`src/rtl/temp_pkg.sv`:
```
// Shared constants, FSM state type and window-size clamp for the temperature sampler.
// Optional spike rejection is enabled with TEMP_SAMPLER_SPIKE_REJECT_EN.
package temp_pkg;

    localparam int ADC_W    = 12;
    localparam int T_W      = 8;
    localparam int ACC_W    = 16;
    localparam int MAX_LOG2 = 4;
    localparam int CNT_W    = 5;
    localparam int REJ_W    = 8;

    typedef enum logic [1:0] {
        IDLE,
        ACCUM,
        CONV,
        EMIT
    } state_e;

    function automatic logic [2:0] clamp_log2(input logic [2:0] l);
        return (l > 3'(MAX_LOG2)) ? 3'(MAX_LOG2) : l;
    endfunction

endpackage

```
`src/rtl/temp_convert.sv`:
```
// Combinational window-average to signed temperature code: shift, subtract offset,
// arithmetic divide by 16 and saturate. Unaffected by TEMP_SAMPLER_SPIKE_REJECT_EN.
module temp_convert
    import temp_pkg::*;
(
    input  logic        [ACC_W-1:0] acc,
    input  logic        [2:0]       log2,
    input  logic signed [ADC_W-1:0] offset,
    output logic signed [T_W-1:0]   t_code
);

    logic        [ACC_W-1:0] avg;
    logic signed [ACC_W:0]   diff;
    logic signed [ACC_W:0]   code;

    // Average never exceeds 4095, so the wider diff matches a 14-bit result exactly.
    always_comb begin
        avg  = acc >> log2;
        diff = $signed({1'b0, avg}) - $signed({{(ACC_W+1-ADC_W){offset[ADC_W-1]}}, offset});
        code = diff >>> 4;
        if (code > 17'sd127)
            t_code = 8'sd127;
        else if (code < -17'sd128)
            t_code = -8'sd128;
        else
            t_code = code[T_W-1:0];
    end

endmodule

```
`src/rtl/temp_sampler.sv`:
```
// ADC windowed averager feeding a calibrated temperature strobe to the estimator.
// Define TEMP_SAMPLER_SPIKE_REJECT_EN to add spike_thr / reject_cnt outlier rejection.
module temp_sampler
    import temp_pkg::*;
(
    input  logic                    clk,
    input  logic                    rst,
    input  logic                    enable,
    input  logic        [ADC_W-1:0] adc_data,
    input  logic                    adc_valid,
    output logic                    adc_ready,
    input  logic        [2:0]       avg_log2,
    input  logic signed [ADC_W-1:0] offset,
`ifdef TEMP_SAMPLER_SPIKE_REJECT_EN
    input  logic        [ADC_W-1:0] spike_thr,
    output logic        [REJ_W-1:0] reject_cnt,
`endif
    output logic signed [T_W-1:0]   T_cur,
    output logic                    t_valid,
    output logic                    init
);

    state_e                  state_q;
    logic        [ACC_W-1:0] acc_q, acc_d;
    logic        [CNT_W-1:0] cnt_q, cnt_d;
    logic        [2:0]       log2_q;
    logic                    first_q;
    logic signed [T_W-1:0]   t_cur_q;
    logic                    t_valid_q, init_q, adc_ready_q;
    logic                    xfer, accept, win_done;
    logic signed [T_W-1:0]   t_code;

`ifdef TEMP_SAMPLER_SPIKE_REJECT_EN
    logic [ADC_W-1:0] last_q;
    logic             have_last_q;
    logic [REJ_W-1:0] reject_cnt_q;
    logic [ADC_W-1:0] delta;
`endif

    temp_convert u_convert (
        .acc    (acc_q),
        .log2   (log2_q),
        .offset (offset),
        .t_code (t_code)
    );

    always_comb begin
        xfer     = adc_valid && adc_ready_q;
        acc_d    = acc_q + ACC_W'(adc_data);
        cnt_d    = cnt_q + CNT_W'(1);
        win_done = (cnt_d == (CNT_W'(1) << log2_q));
`ifdef TEMP_SAMPLER_SPIKE_REJECT_EN
        delta  = (adc_data >= last_q) ? (adc_data - last_q) : (last_q - adc_data);
        accept = !have_last_q || (delta <= spike_thr);
`else
        accept = 1'b1;
`endif
    end

    always_ff @(posedge clk) begin
        if (rst) begin
            state_q     <= IDLE;
            acc_q       <= '0;
            cnt_q       <= '0;
            log2_q      <= '0;
            first_q     <= 1'b1;
            t_cur_q     <= '0;
            t_valid_q   <= 1'b0;
            init_q      <= 1'b0;
            adc_ready_q <= 1'b0;
`ifdef TEMP_SAMPLER_SPIKE_REJECT_EN
            last_q       <= '0;
            have_last_q  <= 1'b0;
            reject_cnt_q <= '0;
`endif
        end else if (!enable) begin
            // Dropping enable discards any partial window and never emits.
            state_q     <= IDLE;
            acc_q       <= '0;
            cnt_q       <= '0;
            first_q     <= 1'b1;
            t_valid_q   <= 1'b0;
            init_q      <= 1'b0;
            adc_ready_q <= 1'b0;
`ifdef TEMP_SAMPLER_SPIKE_REJECT_EN
            have_last_q <= 1'b0;
`endif
        end else begin
            case (state_q)
                IDLE: begin
                    acc_q       <= '0;
                    cnt_q       <= '0;
                    first_q     <= 1'b1;
                    log2_q      <= clamp_log2(avg_log2);
                    adc_ready_q <= 1'b1;
                    state_q     <= ACCUM;
                end
                ACCUM: begin
                    if (xfer) begin
                        if (accept) begin
                            acc_q <= acc_d;
                            cnt_q <= cnt_d;
                            if (win_done) begin
                                adc_ready_q <= 1'b0;
                                state_q     <= CONV;
                            end
                        end
`ifdef TEMP_SAMPLER_SPIKE_REJECT_EN
                        if (accept) begin
                            last_q      <= adc_data;
                            have_last_q <= 1'b1;
                        end else if (reject_cnt_q != '1) begin
                            reject_cnt_q <= reject_cnt_q + REJ_W'(1);
                        end
`endif
                    end
                end
                CONV: begin
                    t_cur_q   <= t_code;
                    t_valid_q <= 1'b1;
                    init_q    <= first_q;
                    state_q   <= EMIT;
                end
                EMIT: begin
                    t_valid_q   <= 1'b0;
                    init_q      <= 1'b0;
                    first_q     <= 1'b0;
                    acc_q       <= '0;
                    cnt_q       <= '0;
                    log2_q      <= clamp_log2(avg_log2);
                    adc_ready_q <= 1'b1;
                    state_q     <= ACCUM;
                end
                default: state_q <= IDLE;
            endcase
        end
    end

    assign adc_ready = adc_ready_q;
    assign T_cur     = t_cur_q;
    assign t_valid   = t_valid_q;
    assign init      = init_q;
`ifdef TEMP_SAMPLER_SPIKE_REJECT_EN
    assign reject_cnt = reject_cnt_q;
`endif

endmodule
```
`config.mk`:
```
export PLATFORM = sky130hd
export DESIGN_NAME = temp_sampler
export DESIGN_NICKNAME = d
export VERILOG_FILES = /design/src/rtl/temp_pkg.sv /design/src/rtl/temp_convert.sv /design/src/rtl/temp_sampler.sv
export SDC_FILE = /design/constraint.sdc
export NUM_CORES = 1
export LEC_CHECK = 0
export BUFFER_PORTS_ARGS = -buffer_cell sky130_fd_sc_hd__buf_2
export CAP_MARGIN = 20
export CORE_MARGIN = 1.5
export CORE_UTILIZATION = 44
export CTS_CLUSTER_SIZE = 12
export DETAILED_ROUTE_END_ITERATION = 8
export GPL_TIMING_DRIVEN = 1
export PLACE_DENSITY = 0.7
export SLEW_MARGIN = 15
export SYNTH_ARGS = -nofsm -noshare
export SYNTH_HDL_FRONTEND = slang
export SYNTH_SLANG_ARGS = --single-unit
```
`constraint.sdc`:
```
create_clock -name clk -period 5.3 [get_ports clk]
set_clock_uncertainty 0.1 [all_clocks]
set_input_delay 1.06 -clock clk [delete_from_list [all_inputs] [get_ports clk]]
set_output_delay 1.06 -clock clk [all_outputs]
set_load 0.05 [all_outputs]
```
* Word-level counts from Yosys, hierarchy flattened
Index checks and enable logic that the tools add are counted.
** Word-level totals
- Register bits :: 38
- Output and inout port bits :: 11
- Word-level logic and storage cells :: 52
** Cells by class
- $add $sub $neg :: 3
- Magnitude comparators :: 3
- Equality and inequality tests :: 6
- Shifts and indexed selects :: 2
- Muxes and demuxes :: 16
- Bitwise operators :: 1
- Reduce and logical (&&, ||, !) cells :: 12
** Operators by type and width (number)
- $pmux W16 S2 :: 1
- $sub A17 B12 Y17 :: 1
- $add A16 B12 Y16 :: 1
- $mux W16 :: 1
- $mux W8 :: 2
- $shr A16 B3 Y16 :: 1
- $gt A13 B8 Y1 const B :: 1
- $lt A13 B8 Y1 const B :: 1
- $pmux W5 S2 :: 1
- $pmux W1 S2 :: 4
- $reduce_and A2 Y1 :: 4
- $pmux W2 S3 :: 1
- $reduce_bool A2 Y1 :: 3
- $add A5 B1 Y5 const B :: 1
- $eq A5 B5 Y1 :: 1
- $mux W5 :: 1
- $shl A1 B3 Y5 const A :: 1
- $eq A2 B2 Y1 const B :: 2
- $mux W2 :: 2
- $ne A2 B2 Y1 const B :: 2
- $reduce_or A2 Y1 :: 2
- $gt A3 B3 Y1 const B :: 1
- $mux W3 :: 1
- $reduce_and A3 Y1 :: 1
- 5 further kinds :: 6

* Longest topological paths before layout
- Depth after elaboration :: 5
- Mapped depth :: 16

* Hierarchy
From an unflattened synthesis, not the netlist that was laid out.
** Second synthesis, totals
- Cell total of the unflattened synthesis :: 429
- Area total of the unflattened synthesis :: 3463.3 sq um
** Modules (own cells, without submodules)
- temp_sampler :: instances 1, cells each 264, area each 2182.1 sq um, sequential area each 760.7 sq um
- temp_convert :: instances 1, cells each 165, area each 1281.2 sq um, sequential area each 0.0 sq um

* Worst setup path before layout
Ideal clock, no wire load.
- Path type :: register to register
- Start point :: register log2_q[1]
- End point :: register t_cur_q[0], in the netlist T_cur[0]
- Library setup time :: 0.134 ns
- Arrival time :: 3.919 ns
- Required time :: 5.066 ns
- Path slack :: 1.147 ns
- Cell stages (with the launch flop) :: 17
- Path buffers :: 2
- Path through :: dfxtp_1 clkbuf_1 buf_1 mux2i_1 nand2_1 o21ai_0 a21oi_1 ha_1 or2_2 nor3b_1 a211oi_1 o2111a_1 nor2_1 mux2_2 or4_4 o21ai_4 a211oi_1
** Between the ends
- Longest elaborated chain between the ends :: 5
** RTL lines
- start, declared :: RTL line temp_sampler.sv:26 : logic [2:0] log2_q;
- start signal, assigned :: RTL line temp_sampler.sv:94 : log2_q <= clamp_log2(avg_log2);
- start signal, assigned :: RTL line temp_sampler.sv:130 : log2_q <= clamp_log2(avg_log2);
- $shr A16 B3 Y16 * :: RTL line temp_convert.sv:18 : avg = acc >> log2;
- $sub A17 B12 Y17 * :: RTL line temp_convert.sv:19 : diff = $signed({1'b0, avg}) - $signed({{(ACC_W+1-ADC_W){offset[ADC_W-1]}}, offset});
- $lt A13 B8 Y1 :: RTL line temp_convert.sv:23 : else if (code < -17'sd128)
- $mux W8 :: RTL line temp_convert.sv:23
- $mux W8 * :: RTL line temp_convert.sv:21 : if (code > 17'sd127)
- end signal, assigned :: RTL line temp_sampler.sv:119 : t_cur_q <= t_code;
- end, declared :: RTL line temp_sampler.sv:28 : logic signed [T_W-1:0] t_cur_q;
Every way passes the cells marked *; elsewhere a longest branch is shown, timed or not.
A chain may end at the register's enable or synchronous reset.

* Worst setup path after layout
- Start point :: register log2_q[0]
- End point :: register t_cur_q[6], in the netlist T_cur[6]
The elaborated chain is that of the path after synthesis.

==> results.py <==
metrics = {
    "floorplan": {
        "start_util": 0.461,
        "core_um2": 7330,
        "dieArea_um2": 8210,
        "die_h_um": 90.6,
        "pin_count": 42,
        "placementRows": 31,
        "die_w_um": 90.6,
    },
    "global_routing": {
        "met1_usage": 0.232,
        "grt_first_pass_wirelength_um": 13200,
        "grtUsageTotal": 0.193,
        "grt_pass1_vias": 2968,
        "grtUsageMet3": 0.0320,
        "antenna_found_initial": 0,
        "use_met2": 0.348,
        "busiest_layer": "met2",
        "overflow": 0,
        "grt_max_degree": 26,
    },
    "clock_tree": {
        "path_clk_slew_ns": 0.09,
        "cts_buffers": 5,
        "post_cts_resize_count": 0,
        "cts_htree_levels": 2,
        "insertion_delay_ns": 0.30,
        "cts_setup_buffers": 0,
        "clock_path_buffers": 2,
        "cts-root-buf": "clkbuf_8",
        "clock-sinks": 38,
        "cts_tree": "yes",
        "cts_hold_buf": 0,
    },
    "power": {
        "p_switching_uw": 214,
        "switching_share": 0.302,
        "clkPwrFrac": 0.349,
        "p_int_uw": 496,
        "p_per_area_nw_per_um2": 188,
        "peakVddDrop_mv": 0.127,
        "p_comb_frac": 0.228,
        "p_leak_uw": 0.00168,
        "seqPwrFrac": 0.423,
    },
    "run": {
        "maxCapViolCount": 0,
    },
    "detailed_routing": {
        "remaining_drc_errors": 0,
        "num_vias": 3119,
        "viasPerCell": 5.43,
        "wl_um": 7600,
        "drt_iter0_markers": 98,
        "ant_nets": 0,
        "first_pass_iters": 4,
        "routedWlPerCell_um": 13.2,
    },
    "worst_setup_path": {
        "critical_path_class": "flop to flop",
        "required_ns": 5.37,
        "cp_max_fo": 21,
        "arrival_ns": 4.56,
        "crit_path_end_kind": "flop",
        "r2r_cells": 13,
        "start_kind": "flop",
    },
    "synth": {
        "synth.avg_cell_area_um2": 7.71,
        "synth_top_cells_by_area": "dfxtp_1, ha_1, nor2_1",
        "synth_top_area_frac": 0.225,
        "yosysSeqAreaShare": 0.225,
        "ys_warn_count": 0,
        "syn_area_um2": 3380,
        "synth_cell_type_count": 59,
        "syn_inst": 438,
        "yosys-top-cells-count": "nor2_1, nand2_1, dfxtp_1, a21oi_1, ha_1",
        "synth_flop_cell": "dfxtp_1",
        "synth_edf_count": 0,
        "synth_seq_cells": 38,
        "yosysMostFrequentCell": "nor2_1",
        "yosysTopAreaCell": "dfxtp_1",
        "synthArstFlopShare": 0,
        "syn_nets": 501,
    },
    "finish": {
        "diodes": 0,
        "fillers": 728,
        "drive_gt1_frac": 0.143,
        "layout.nets": 537,
        "postLayoutCoreUtil": 0.515,
        "area_growth_pct": 11.8,
    },
    "placed_design": {
        "io_buffers": 41,
        "dp_hpwl_um": 6100,
        "place.gp.congestion": 0.925,
    },
    "outcome": {
        "outcome": "finished clean",
    },
    "sta": {
        "finalHoldViolCount": 0,
        "finalSetupViolations": 0,
        "slew_headroom": 0.470,
        "fin_tns_setup_ns": 0,
        "min_period_over_period": 0.847,
        "timing.hold.ws_ns": 0.399,
        "rsz0062_at_grt": "false",
        "finalCriticalPeriod_ns": 4.49,
        "finalMaxSlewViolations": 0,
        "tightestPinTransition_ns": 0.793,
        "fmax_ghz": 0.223,
    },
    "hold_path": {
        "min_path_cells": 2,
        "hold_path.class": "flop to flop",
    },
}
## layout by cell type (no fill, tap or decap), types with 3 or more instances in the layout
master / n
nor2_1: 59
nand2_1: 42
buf_2: 41
dfxtp_1: 38
a21oi_1: 34
ha_1: 31
o21ai_0: 27
inv_1: 25
xnor2_1: 14
mux2i_1: 13
a211oi_1: 12
nor3_1: 11
xor2_1: 10
nand3_1: 10
a21o_1: 9
a22oi_1: 9
and2_1: 6
mux2_2: 5
mux4_2: 5
nor3b_1: 5
or3_1: 5
nand2b_1: 5
clkbuf_8: 5
a31oi_1: 3
nor2b_1: 3
o21bai_1: 3
## sequential cells by signal, summed over array words and instances (netlist names)
signal / count
cnt_q: 5
log2_q: 3
adc_ready: 1
T_cur: 8
state_q: 2
acc_q: 16
first_q: 1
t_valid: 1
init: 1
## logic make-up after synthesis
family / count (synthesis) / synth area share
AO/OA/AOI/OAI: 120 / 0.230
XOR/XNOR: 24 / 0.0622
adder cells (fa/ha/maj): 32 / 0.121
buffers and inverters: 41 / 0.0456
flip-flops: 38 / 0.225
multiplexers: 24 / 0.0952
AND/OR/NAND/NOR: 159 / 0.221
## power by group through the flow
stage	clock network, µW	logic [µW]	registers (µW)
finish	248	162	300
global route	266	180	302
CTS	253	162	301
detailed placement	0	161	307
global placement	0	158	307
floorplan	0	114	311
## worst max-delay path, stage by stage, from the launching register on
cell and delay, ns:
dfxtp_1 0.85, clkinv_1 0.43, mux2i_1 0.27, a21oi_1 0.09
ha_1 0.21, or2_2 0.30, nor3b_1 0.38, a211oi_1 0.19
o2111a_1 0.31, nor2_1 0.19, mux2_2 0.37, or4_4 0.43
o21ai_4 0.12, a211oi_1 0.11
## area by class of cell
cell class	instances	area [µm²]	share of cell area
sequential	38	761	0.202
timing repair buffer	43	220	0.0583
clock inverter	1	30.0	0.00795
multi-input combinational	359	2460	0.652
inverter	27	101	0.0268
clock buffer	7	76.3	0.0202
tap	99	124	0.0328
## metal layers
metal	up-vias	wire, µm
met5	-	0
met3	13	171
met2	45	3730
met4	0	148
met1	1408	3550
li1	1653	-
## path summary, 6_finish.rpt
path | start | end | slack (ns)
max | log2_q[0]$_SDFFE_PP0P_ | T_cur[6]$_SDFFE_PP0P_ | 0.81
min reg2reg | adc_ready$_SDFFE_PP0P_ | adc_ready$_SDFFE_PP0P_ | 0.40
min | adc_ready$_SDFFE_PP0P_ | adc_ready$_SDFFE_PP0P_ | 0.40
max reg2reg | log2_q[0]$_SDFFE_PP0P_ | T_cur[6]$_SDFFE_PP0P_ | 0.81
## per-stage QoR
| stage | total power [µW] | instance area (µm²) | setup slack, ns | instances |
|---|---|---|---|---|
| after floorplan | 425 | 3380 | 1.15 | 438 |
| after global placement | 465 | 3670 | 0.992 | 566 |
| after detailed placement | 468 | 3670 | 0.851 | 566 |
| after CTS | 715 | 3770 | 0.818 | 574 |
| after global routing | 747 | 3770 | 0.453 | 574 |
| final | 710 | 3770 | 0.810 | 574 |
Note: power is estimated with default switching activity, not from simulation.
